==> config.mk <==
export PLATFORM = sky130hd
export DESIGN_NAME = easyaxi_mst_rd_ctrl
export DESIGN_NICKNAME = d
export VERILOG_FILES = /design/src/rtl/easyaxi_mst_rd_ctrl.sv
export SDC_FILE = /design/constraint.sdc
export NUM_CORES = 1
export LEC_CHECK = 0
export ABC_AREA = 0
export CAP_MARGIN = 20
export CORE_MARGIN = 2
export CORE_UTILIZATION = 41
export CTS_CLUSTER_DIAMETER = 30
export DETAILED_ROUTE_END_ITERATION = 12
export GPL_TIMING_DRIVEN = 1
export MAX_ROUTING_LAYER = met4
export PLACE_DENSITY = 0.8
export SYNTH_ARGS = -nofsm -noshare
export SYNTH_HDL_FRONTEND = slang
export SYNTH_SLANG_ARGS = --single-unit
==> constraint.sdc <==
create_clock -name clk -period 2.9 [get_ports clk]
set_input_delay 0.58 -clock clk [delete_from_list [all_inputs] [get_ports clk]]
set_output_delay 0.58 -clock clk [all_outputs]
set_load 0.05 [all_outputs]
==> src/rtl/easyaxi_mst_rd_ctrl.sv <==
// -----------------------------------------------------------------------------
// easyaxi_mst_rd_ctrl
//   AXI4 read-master control stage. A session starts when rd_en is seen in IDLE.
//   The block then issues TXN_NUM INCR bursts on AR, with at most OST_DEPTH
//   bursts outstanding. It accepts R beats in order and holds rd_done high once
//   every burst has returned.
//
//   Optional feature macro: EASYAXI_RD_DATA_CHECK_EN
//     When this macro is defined, the data of every beat is compared with a
//     pattern made of copies of the beat address. A mismatch sets rd_err. When
//     it is undefined, rdata is ignored.
//
// Ports
//   clk, rst          clock (rising edge); synchronous active-high reset
//   rd_en             level input that starts and holds a read session
//   rd_done           level output; every burst of the session has returned
//   rd_err            sticky error flag; cleared when a session starts
//   axi_mst_ar*       AR channel (arvalid/arid/araddr/arlen/arsize/arburst out,
//                     arready in)
//   axi_mst_r*        R channel (rvalid/rid/rdata/rresp/rlast in, rready out)
// -----------------------------------------------------------------------------
module easyaxi_mst_rd_ctrl #(
  parameter int                    ADDR_WIDTH = 16,
  parameter int                    DATA_WIDTH = 32,
  parameter int                    ID_WIDTH   = 4,
  parameter int                    OST_DEPTH  = 4,
  parameter int                    BURST_LEN  = 8,
  parameter int                    TXN_NUM    = 16,
  parameter logic [ADDR_WIDTH-1:0] START_ADDR = {ADDR_WIDTH{1'b0}}
) (
  input  logic                  clk,
  input  logic                  rst,
  input  logic                  rd_en,
  output logic                  rd_done,
  output logic                  rd_err,
  output logic                  axi_mst_arvalid,
  input  logic                  axi_mst_arready,
  output logic [ID_WIDTH-1:0]   axi_mst_arid,
  output logic [ADDR_WIDTH-1:0] axi_mst_araddr,
  output logic [7:0]            axi_mst_arlen,
  output logic [2:0]            axi_mst_arsize,
  output logic [1:0]            axi_mst_arburst,
  input  logic                  axi_mst_rvalid,
  output logic                  axi_mst_rready,
  input  logic [ID_WIDTH-1:0]   axi_mst_rid,
  input  logic [DATA_WIDTH-1:0] axi_mst_rdata,
  input  logic [1:0]            axi_mst_rresp,
  input  logic                  axi_mst_rlast
);

  localparam int BYTES       = DATA_WIDTH / 8;
  localparam int BURST_BYTES = BURST_LEN * BYTES;
  localparam int CNT_W       = $clog2(TXN_NUM + 1);
  localparam int OST_W       = $clog2(OST_DEPTH + 1);
  localparam int BEAT_W      = (BURST_LEN > 1) ? $clog2(BURST_LEN) : 1;

  localparam logic [CNT_W-1:0]  TXN_MAX   = CNT_W'(TXN_NUM);
  localparam logic [CNT_W-1:0]  CNT_ZERO  = CNT_W'(0);
  localparam logic [CNT_W-1:0]  CNT_ONE   = CNT_W'(1);
  localparam logic [OST_W-1:0]  OST_MAX   = OST_W'(OST_DEPTH);
  localparam logic [OST_W-1:0]  OST_ZERO  = OST_W'(0);
  localparam logic [OST_W-1:0]  OST_ONE   = OST_W'(1);
  localparam logic [BEAT_W-1:0] BEAT_LAST = BEAT_W'(BURST_LEN - 1);
  localparam logic [BEAT_W-1:0] BEAT_ZERO = BEAT_W'(0);
  localparam logic [BEAT_W-1:0] BEAT_ONE  = BEAT_W'(1);

  typedef enum logic [1:0] {
    IDLE  = 2'd0,
    RUN   = 2'd1,
    DRAIN = 2'd2,
    DONE  = 2'd3
  } state_t;

  // Start address of burst number idx. The sum wraps at ADDR_WIDTH.
  function automatic logic [ADDR_WIDTH-1:0] burst_addr(input logic [CNT_W-1:0] idx);
    return START_ADDR + ADDR_WIDTH'(32'(idx) * BURST_BYTES);
  endfunction

  state_t                state_r, state_nxt_s;
  logic [CNT_W-1:0]      ar_cnt_r, ar_cnt_nxt_s;
  logic [CNT_W-1:0]      r_cnt_r, r_cnt_nxt_s;
  logic [OST_W-1:0]      ost_r, ost_nxt_s;
  logic [BEAT_W-1:0]     beat_cnt_r, beat_cnt_nxt_s;
  logic                  arvalid_r, rready_r, rd_done_r, rd_err_r, rd_err_nxt_s;
  logic [ADDR_WIDTH-1:0] araddr_r;
  logic [ID_WIDTH-1:0]   arid_r;
  logic                  ar_hs_s, r_hs_s, last_beat_s, burst_end_s;
  logic                  start_s, err_flag_s, data_bad_s;
  logic [ID_WIDTH-1:0]   exp_rid_s;

  assign ar_hs_s     = arvalid_r & axi_mst_arready;
  assign r_hs_s      = axi_mst_rvalid & rready_r;
  assign last_beat_s = (beat_cnt_r == BEAT_LAST);
  // A burst closes on rlast or on its final beat. Closing on either one means
  // a missing or early rlast still lets the session finish.
  assign burst_end_s = r_hs_s & (axi_mst_rlast | last_beat_s);
  assign exp_rid_s   = ID_WIDTH'(32'(r_cnt_r) % OST_DEPTH);

`ifdef EASYAXI_RD_DATA_CHECK_EN
  // Expected beat data: copies of the beat address, zero-extended to DATA_WIDTH.
  function automatic logic [DATA_WIDTH-1:0] beat_pattern(input logic [ADDR_WIDTH-1:0] addr);
    logic [DATA_WIDTH-1:0] pat;
    pat = {DATA_WIDTH{1'b0}};
    for (int i = 0; i < DATA_WIDTH / ADDR_WIDTH; i++) begin
      pat[i*ADDR_WIDTH +: ADDR_WIDTH] = addr;
    end
    return pat;
  endfunction

  logic [ADDR_WIDTH-1:0] beat_addr_s;
  assign beat_addr_s = burst_addr(r_cnt_r) + ADDR_WIDTH'(32'(beat_cnt_r) * BYTES);
  assign data_bad_s  = (axi_mst_rdata != beat_pattern(beat_addr_s));
`else
  logic unused_rdata_s;
  assign unused_rdata_s = ^axi_mst_rdata;
  assign data_bad_s     = 1'b0;
`endif

  // Next-state logic: session FSM, counters and error detection.
  always_comb begin
    state_nxt_s    = state_r;
    ar_cnt_nxt_s   = ar_cnt_r;
    r_cnt_nxt_s    = r_cnt_r;
    ost_nxt_s      = ost_r;
    beat_cnt_nxt_s = beat_cnt_r;
    start_s        = 1'b0;
    err_flag_s     = 1'b0;
    case (state_r)
      IDLE: begin
        err_flag_s = axi_mst_rvalid;
        if (rd_en) begin
          start_s        = 1'b1;
          state_nxt_s    = RUN;
          ar_cnt_nxt_s   = CNT_ZERO;
          r_cnt_nxt_s    = CNT_ZERO;
          ost_nxt_s      = OST_ZERO;
          beat_cnt_nxt_s = BEAT_ZERO;
        end else begin
          state_nxt_s = IDLE;
        end
      end
      RUN, DRAIN: begin
        err_flag_s = r_hs_s & ((axi_mst_rresp != 2'b00) | (axi_mst_rid != exp_rid_s) |
                               (axi_mst_rlast != last_beat_s) | data_bad_s);
        if (ar_hs_s) begin
          ar_cnt_nxt_s = ar_cnt_r + CNT_ONE;
        end else begin
          ar_cnt_nxt_s = ar_cnt_r;
        end
        if (burst_end_s) begin
          beat_cnt_nxt_s = BEAT_ZERO;
          r_cnt_nxt_s    = (r_cnt_r != TXN_MAX) ? r_cnt_r + CNT_ONE : r_cnt_r;
        end else if (r_hs_s) begin
          beat_cnt_nxt_s = beat_cnt_r + BEAT_ONE;
        end else begin
          beat_cnt_nxt_s = beat_cnt_r;
        end
        case ({ar_hs_s, burst_end_s})
          2'b10:   ost_nxt_s = ost_r + OST_ONE;
          2'b01:   ost_nxt_s = (ost_r != OST_ZERO) ? ost_r - OST_ONE : ost_r;
          default: ost_nxt_s = ost_r;
        endcase
        // rd_en is not sampled here. A started session always runs to completion.
        if (state_r == RUN) begin
          state_nxt_s = (ar_cnt_nxt_s == TXN_MAX) ? DRAIN : RUN;
        end else begin
          state_nxt_s = (r_cnt_nxt_s == TXN_MAX) ? DONE : DRAIN;
        end
      end
      DONE: begin
        err_flag_s = axi_mst_rvalid;
        if (!rd_en) begin
          state_nxt_s = IDLE;
        end else begin
          state_nxt_s = DONE;
        end
      end
      default: begin
        state_nxt_s = IDLE;
      end
    endcase
    rd_err_nxt_s = (start_s ? 1'b0 : rd_err_r) | err_flag_s;
  end

  // State, counter and output registers. The outputs are computed from the
  // next-state values, so each output reflects the state of the current cycle.
  always_ff @(posedge clk) begin
    if (rst) begin
      state_r    <= IDLE;
      ar_cnt_r   <= CNT_ZERO;
      r_cnt_r    <= CNT_ZERO;
      ost_r      <= OST_ZERO;
      beat_cnt_r <= BEAT_ZERO;
      arvalid_r  <= 1'b0;
      araddr_r   <= {ADDR_WIDTH{1'b0}};
      arid_r     <= {ID_WIDTH{1'b0}};
      rready_r   <= 1'b0;
      rd_done_r  <= 1'b0;
      rd_err_r   <= 1'b0;
    end else begin
      state_r    <= state_nxt_s;
      ar_cnt_r   <= ar_cnt_nxt_s;
      r_cnt_r    <= r_cnt_nxt_s;
      ost_r      <= ost_nxt_s;
      beat_cnt_r <= beat_cnt_nxt_s;
      // The AR payload changes only with ar_cnt, so it holds while arvalid waits.
      arvalid_r  <= (state_nxt_s == RUN) && (ost_nxt_s < OST_MAX) && (ar_cnt_nxt_s < TXN_MAX);
      araddr_r   <= burst_addr(ar_cnt_nxt_s);
      arid_r     <= ID_WIDTH'(32'(ar_cnt_nxt_s) % OST_DEPTH);
      rready_r   <= (state_nxt_s == RUN) || (state_nxt_s == DRAIN);
      rd_done_r  <= (state_nxt_s == DONE);
      rd_err_r   <= rd_err_nxt_s;
    end
  end

  assign rd_done         = rd_done_r;
  assign rd_err          = rd_err_r;
  assign axi_mst_arvalid = arvalid_r;
  assign axi_mst_arid    = arid_r;
  assign axi_mst_araddr  = araddr_r;
  assign axi_mst_arlen   = 8'(BURST_LEN - 1);
  assign axi_mst_arsize  = 3'($clog2(BYTES));
  assign axi_mst_arburst = 2'b01;
  assign axi_mst_rready  = rready_r;

endmodule
* After elaboration in Yosys (flattened, before gate mapping) *
Cells that the tools add are included.

operators by class
  $add $sub $neg = 5
  magnitude comparators = 2
  equal/unequal tests = 16
  mux-type cells = 27
  bitwise gates (word level) = 8
  reduce and logical (&&, ||, !) cells = 11

operators with widths
  cell                                                             number
  5-bit two-way mux                                                7
  5-bit one-hot mux with 2 select lines                            2
  3-bit one-hot mux with 2 select lines                            3
  3-bit two-way mux                                                5
  5-bit by 1-bit adder with 5-bit output, second input constant    2
  2-bit == test, second input constant                             5
  5-bit == test, second input constant                             2
  3-bit by 1-bit adder with 3-bit output, second input constant    2
  2-bit by 1-bit == test with 1-bit output, second input constant  3
  2-bit two-way mux                                                3
  2-bit one-hot mux with 3 select lines                            1
  5-bit < comparator, second input constant                        1
  1-bit two-way mux                                                5
  5-bit inequality test, second input constant                     1
  1-bit AND                                                        4
  4-bit by 2-bit inequality test with 1-bit output                 1
  1-bit OR                                                         4
  2-bit nonzero test                                               2
  2-bit OR reduction                                               2
  3-bit == test, second input constant                             1
  3-bit < comparator, second input constant                        1
  3-bit inequality test, second input constant                     1
  3-bit AND reduction                                              1
  3-bit nonzero test                                               1
  other kinds (8)                                                  9

storage, ports and cells
  flip-flop bits (word level) = 37
  output and inout port bits = 37
  logic and storage cells = 81

* Depth between registers and ports, before layout *
  depth after elaboration = 12
  gate-level depth with buffers = 13

* Worst setup path after synthesis *
Ideal clock, no wire load.

  kind = register -> register
  from = register (tool-made name)
  to = register arvalid_r, in the netlist axi_mst_arvalid
  data arrival time = 2.522 ns
  path slack = 0.261 ns
  cell stages (with the launch flop) = 9
  path buffers = 0
  clock period less this slack = 2.639 ns
  cells stage by stage = dfxtp_1 > ha_1 > and4b_2 > o21ai_0 > or4_4 > o31ai_2 > nor2_1 > ha_1 > and4b_1

RTL lines
  item                  line  text
  end signal, assigned  207   arvalid_r <= (state_nxt_s == RUN) && (ost_nxt_s < OST_MAX) && (ar_cnt_nxt_s < TXN_MAX);
  end, declared         84    logic arvalid_r, rready_r, rd_done_r, rd_err_r, rd_err_nxt_s;

* Worst setup path in the final report *
  from = input axi_mst_rlast
  to = register arvalid_r, in the netlist axi_mst_arvalid

on the way
  longest elaborated chain between the ends = 11
  elaborated cells between the ends (all ways) = 16
  classes of those cells = 1 x order compare; 4 x eq/ne; 7 x mux; 2 x bitwise; 2 x reduce/logical

ends and longest elaborated chain
  item                                      line  text
  start, declared                           48    input logic axi_mst_rlast
  1-bit OR                                  96    assign burst_end_s = r_hs_s & (axi_mst_rlast | last_beat_s);
  1-bit AND                                 96
  5-bit two-way mux                         150   if (burst_end_s) begin
  5-bit two-way mux                         128   case (state_r)
  5-bit == test                             167   state_nxt_s = (r_cnt_nxt_s == TXN_MAX) ? DONE : DRAIN;
  1-bit two-way mux                         167
  2-bit two-way mux                         164   if (state_r == RUN) begin
  2-bit one-hot mux with 3 select lines     128
  net state_nxt_s[0]                        79    state_t state_r, state_nxt_s;
  2-bit by 1-bit == test with 1-bit output  207
  1-bit logical AND (2 in series)           207

The timed path passes the listed nets, and every way through them passes these cells. The select of a mux whose other input is x is not followed.
A chain may end at the register's enable or synchronous reset.

==> flow_summary.toml <==
[routing]
avgRoutedWirePerCell_um = 11.73
postRouteAntennaNets = 0
vias_per_cell = 5.103
dr.pass1.iters = 4
vias = 1480
drtIter0Drc = 74
drc_errors = 0
wl_mm = 3.403

[timing]
fin_crit_sh_pct = 92.30
rsz0062_at_grt = "no"
skew_ns = 0.001171
fmax_mhz = 373.6
hold_ws_ns = 0.4856
relSlewSlack_pct = 66.86
drv_slew = 0
finalHoldViolations = 0
period_needed_ns = 2.677
setup_viol = 0
worstMarginPinSlew_ns = 0.4952

[clock_tree]
cts.clk_slew.worst_paths_ns = 0.08
cts_buffer_depth = 2
clkLatencyLatePin_ns = 0.27
htree_levels = 1
cts_setup_buffers = 0
root_buffer = "clkbuf_8"
cts_tree = "done"
cts_sinks = 22
cts_made_buffers = 3
cts_hold_buf = 0
cts_resized = 0

[worst_setup_path]
path_buf_inv = 3
crit_path_end_kind = "flop"
crit_chain = "clkdlybuf4s50_1 > inv_1 > ha_1 > and3b_1 > buf_4 > a211o_1 > o31ai_1 > a311oi_1 > nor2_1 > ha_1 > and4b_1"
r2r-start = "beat_cnt_r[0]"
r2r-end = "axi_mst_arvalid"
reg2regPathDepth = 13
crit_type = "input pin to flop"
cp_top_family = "buffers and inverters"
slowest_delay_ns = 0.45
worstPathArrival_ns = 2.84
r2r_slack_ns = 0.32
critPathRequiredTime_ns = 3.07
critPathSlowestCell = "clkdlybuf4s50_1"
worstSetupStartpointType = "input pin"
path_common_cell = "ha_1"
crit_path_max_fanout = 5

[pwr]
switchingPower_mw = 0.2298
p_seq_share_pct = 46.0
clkPwrFrac_pct = 28.8
fin_total_pwr_mw = 0.6728
power_density_mw_per_mm2 = 339.3
p_leak_nw = 0.8450
vdd_drop_max_v = 0.0002359
p_int_mw = 0.4430
p_sw_share_pct = 34.16
combPwrFrac_pct = 25.2

[worst_hold_path]
hold_start = "ost_r[1]"
worstHoldPathType = "flop to flop"
hold_path_end = "ost_r[1]"
worstHoldPathCells = 2

[yosys]
yosys-top-cells-count = "28 x buf_4, 23 x nor2_1, 22 x dfxtp_1"
ys_ff_latch = 22
synth_warnings = 0
synthFlopType = "dfxtp_1"
yosysMostFrequentCell = "buf_4"
postSynthAreaPerCell_um2 = 8.062
synth_edf_count = 0
async_flop_share_pct = 0
synth_cell_types = 48
syn-cell-area_mm2 = 0.001709
synth_top_area_share_pct = 25.77
synth_top_area_cell = "dfxtp_1"
synthCells = 212
synthTopCellsByArea = "dfxtp_1 26%, ha_1 12%, buf_4 12%, nor2_1 5.1%, o21ai_0 3.5%"
ys_seq_area_share_pct = 25.77

[finish]
layout.nets = 303
n_antenna_cell = 0
fill_cells = 400
areaGrowthSynthToFinish_pct = 16.03
drive_above_1_share_pct = 10.83
fin_area_mm2 = 0.001983

[global_routing]
grt_pass1_vias = 1313
use_met3_pct = 3.896
grtUsageMet1_pct = 20.12
grt_antenna_before_repair = 0
grt_overflow_total = 0
track_usage_pct = 16.51
top_usage_layer = "met2"
grt_pass1_wl_mm = 5.671
met2_usage_pct = 27.16
grt_max_degree = 13

[floorplanning]
dieHeight_um = 68.57
die_area_mm2 = 0.004701
num_rows = 23
die_x_um = 68.57
core_mm2 = 0.004000
start_util_pct = 42.73
boundaryPins = 81

[job]
drv_cap = 0

[placed_design]
dpl_cell_area_mm2 = 0.001942
portBuffers = 22
hpwl_mm = 2.675
place_congestion = 0.8946

[outcome]
outcome = "finished, final reports clean"
==> per-stage QoR <==
step / setup TNS, ns / utilization [%] / worst slack [ns] / instances
after floorplan: 0 / - / 0.2609 / 236
after global placement: -0.04409 / 48.55 / -0.04409 / 287
after detailed placement: -0.05355 / 48.55 / -0.04327 / 287
after CTS: 0 / 49.58 / 0.2309 / 290
after global routing: 0 / 49.58 / 0.08343 / 290
final: 0 / 49.58 / 0.2232 / 290
==> tightest hold or removal path, stage by stage, from the launching register on <==
cell	delay [ns]
dfxtp_1	0.33
nand2_1	0.06
a21oi_1	0.05
==> worst max path at each step <==
stage / from / slack, ns / endpoint / cells past startpoint
5_1_grt: axi_mst_rlast / 0.08 / axi_mst_arvalid / 11
3_3_place_gp: axi_mst_rlast / -0.04 / axi_mst_arvalid / 11
3_5_place_dp: axi_mst_rlast / -0.04 / axi_mst_arvalid / 11
6_report: axi_mst_rlast / 0.22 / axi_mst_arvalid / 11
2_1_floorplan: flop / 0.26 / axi_mst_arvalid / 8
4_1_cts: axi_mst_rlast / 0.23 / axi_mst_arvalid / 11
==> layout make-up <==
class	instances	area, um2	area share (%)
clock buffer	3	41.29	2.082
inverter	15	58.81	2.965
multi-input combinational	166	1070	53.94
sequential	22	440.4	22.21
tap	50	62.56	3.155
timing repair buffer	34	310.3	15.65
==> cell usage in the layout (no fill, tap or decap), types with 2 or more instances in the layout <==
cell / netlist / routed
dfxtp_1: 22 / 22
buf_4: 28 / 12
nor4_1: 2 / 2
nor2_1: 23 / 23
a32oi_1: 4 / 4
and3_1: 2 / 2
and3b_1: 2 / 2
inv_1: 13 / 13
conb_1: 2 / 26
nand3_1: 4 / 4
o21a_1: 3 / 3
nand2_1: 10 / 10
nor3_1: 5 / 5
ha_1: 17 / 17
nand2b_1: 2 / 2
a21oi_1: 10 / 10
nor2b_1: 3 / 3
a311oi_1: 2 / 2
a21o_1: 2 / 2
a22oi_1: 7 / 7
clkdlybuf4s50_1: 0 / 22
o21ai_0: 12 / 12
a211o_1: 2 / 2
or4_1: 3 / 3
clkbuf_8: 0 / 3
xor2_1: 3 / 3
xnor2_1: 3 / 3
==> state kept, by name (all words and copies together) (netlist names), named ones only <==
register	cells
axi_mst_araddr	3
axi_mst_arvalid	1
rd_done	1
rd_err	1
r_cnt_r	5
ost_r	3
beat_cnt_r	3
state_r	2
axi_mst_rready	1
==> cells by family (layout without fill, tap and decap cells) <==
kind of cell / after synthesis / in the layout / synth area share [%]
other cells: 2 / 26 / 0.4394
compound gates: 51 / 51 / 20.50
simple gates: 65 / 65 / 20.28
flops: 22 / 22 / 25.77
mux: 1 / 1 / 0.5857
xor+xnor: 6 / 6 / 3.075
fa+ha+maj: 17 / 17 / 12.44
buf+inv: 48 / 52 / 16.91
==> power by group through the flow <==
stage | clock, mW | sequential (mW) | combinational [mW]
after global routing | 0.214 | 0.310 | 0.183
after detailed placement | 0 | 0.316 | 0.169
after CTS | 0.203 | 0.309 | 0.170
final | 0.194 | 0.309 | 0.170
after floorplan | 0 | 0.325 | 0.147
after global placement | 0 | 0.316 | 0.167
==> metal layers <==
metal	share of wire, %	vias up
li1	-	747
met5	0	-
met4	1.1	0
met3	5.3	5
met1	46	678
met2	47	50
(Power assumes the default switching activity.)
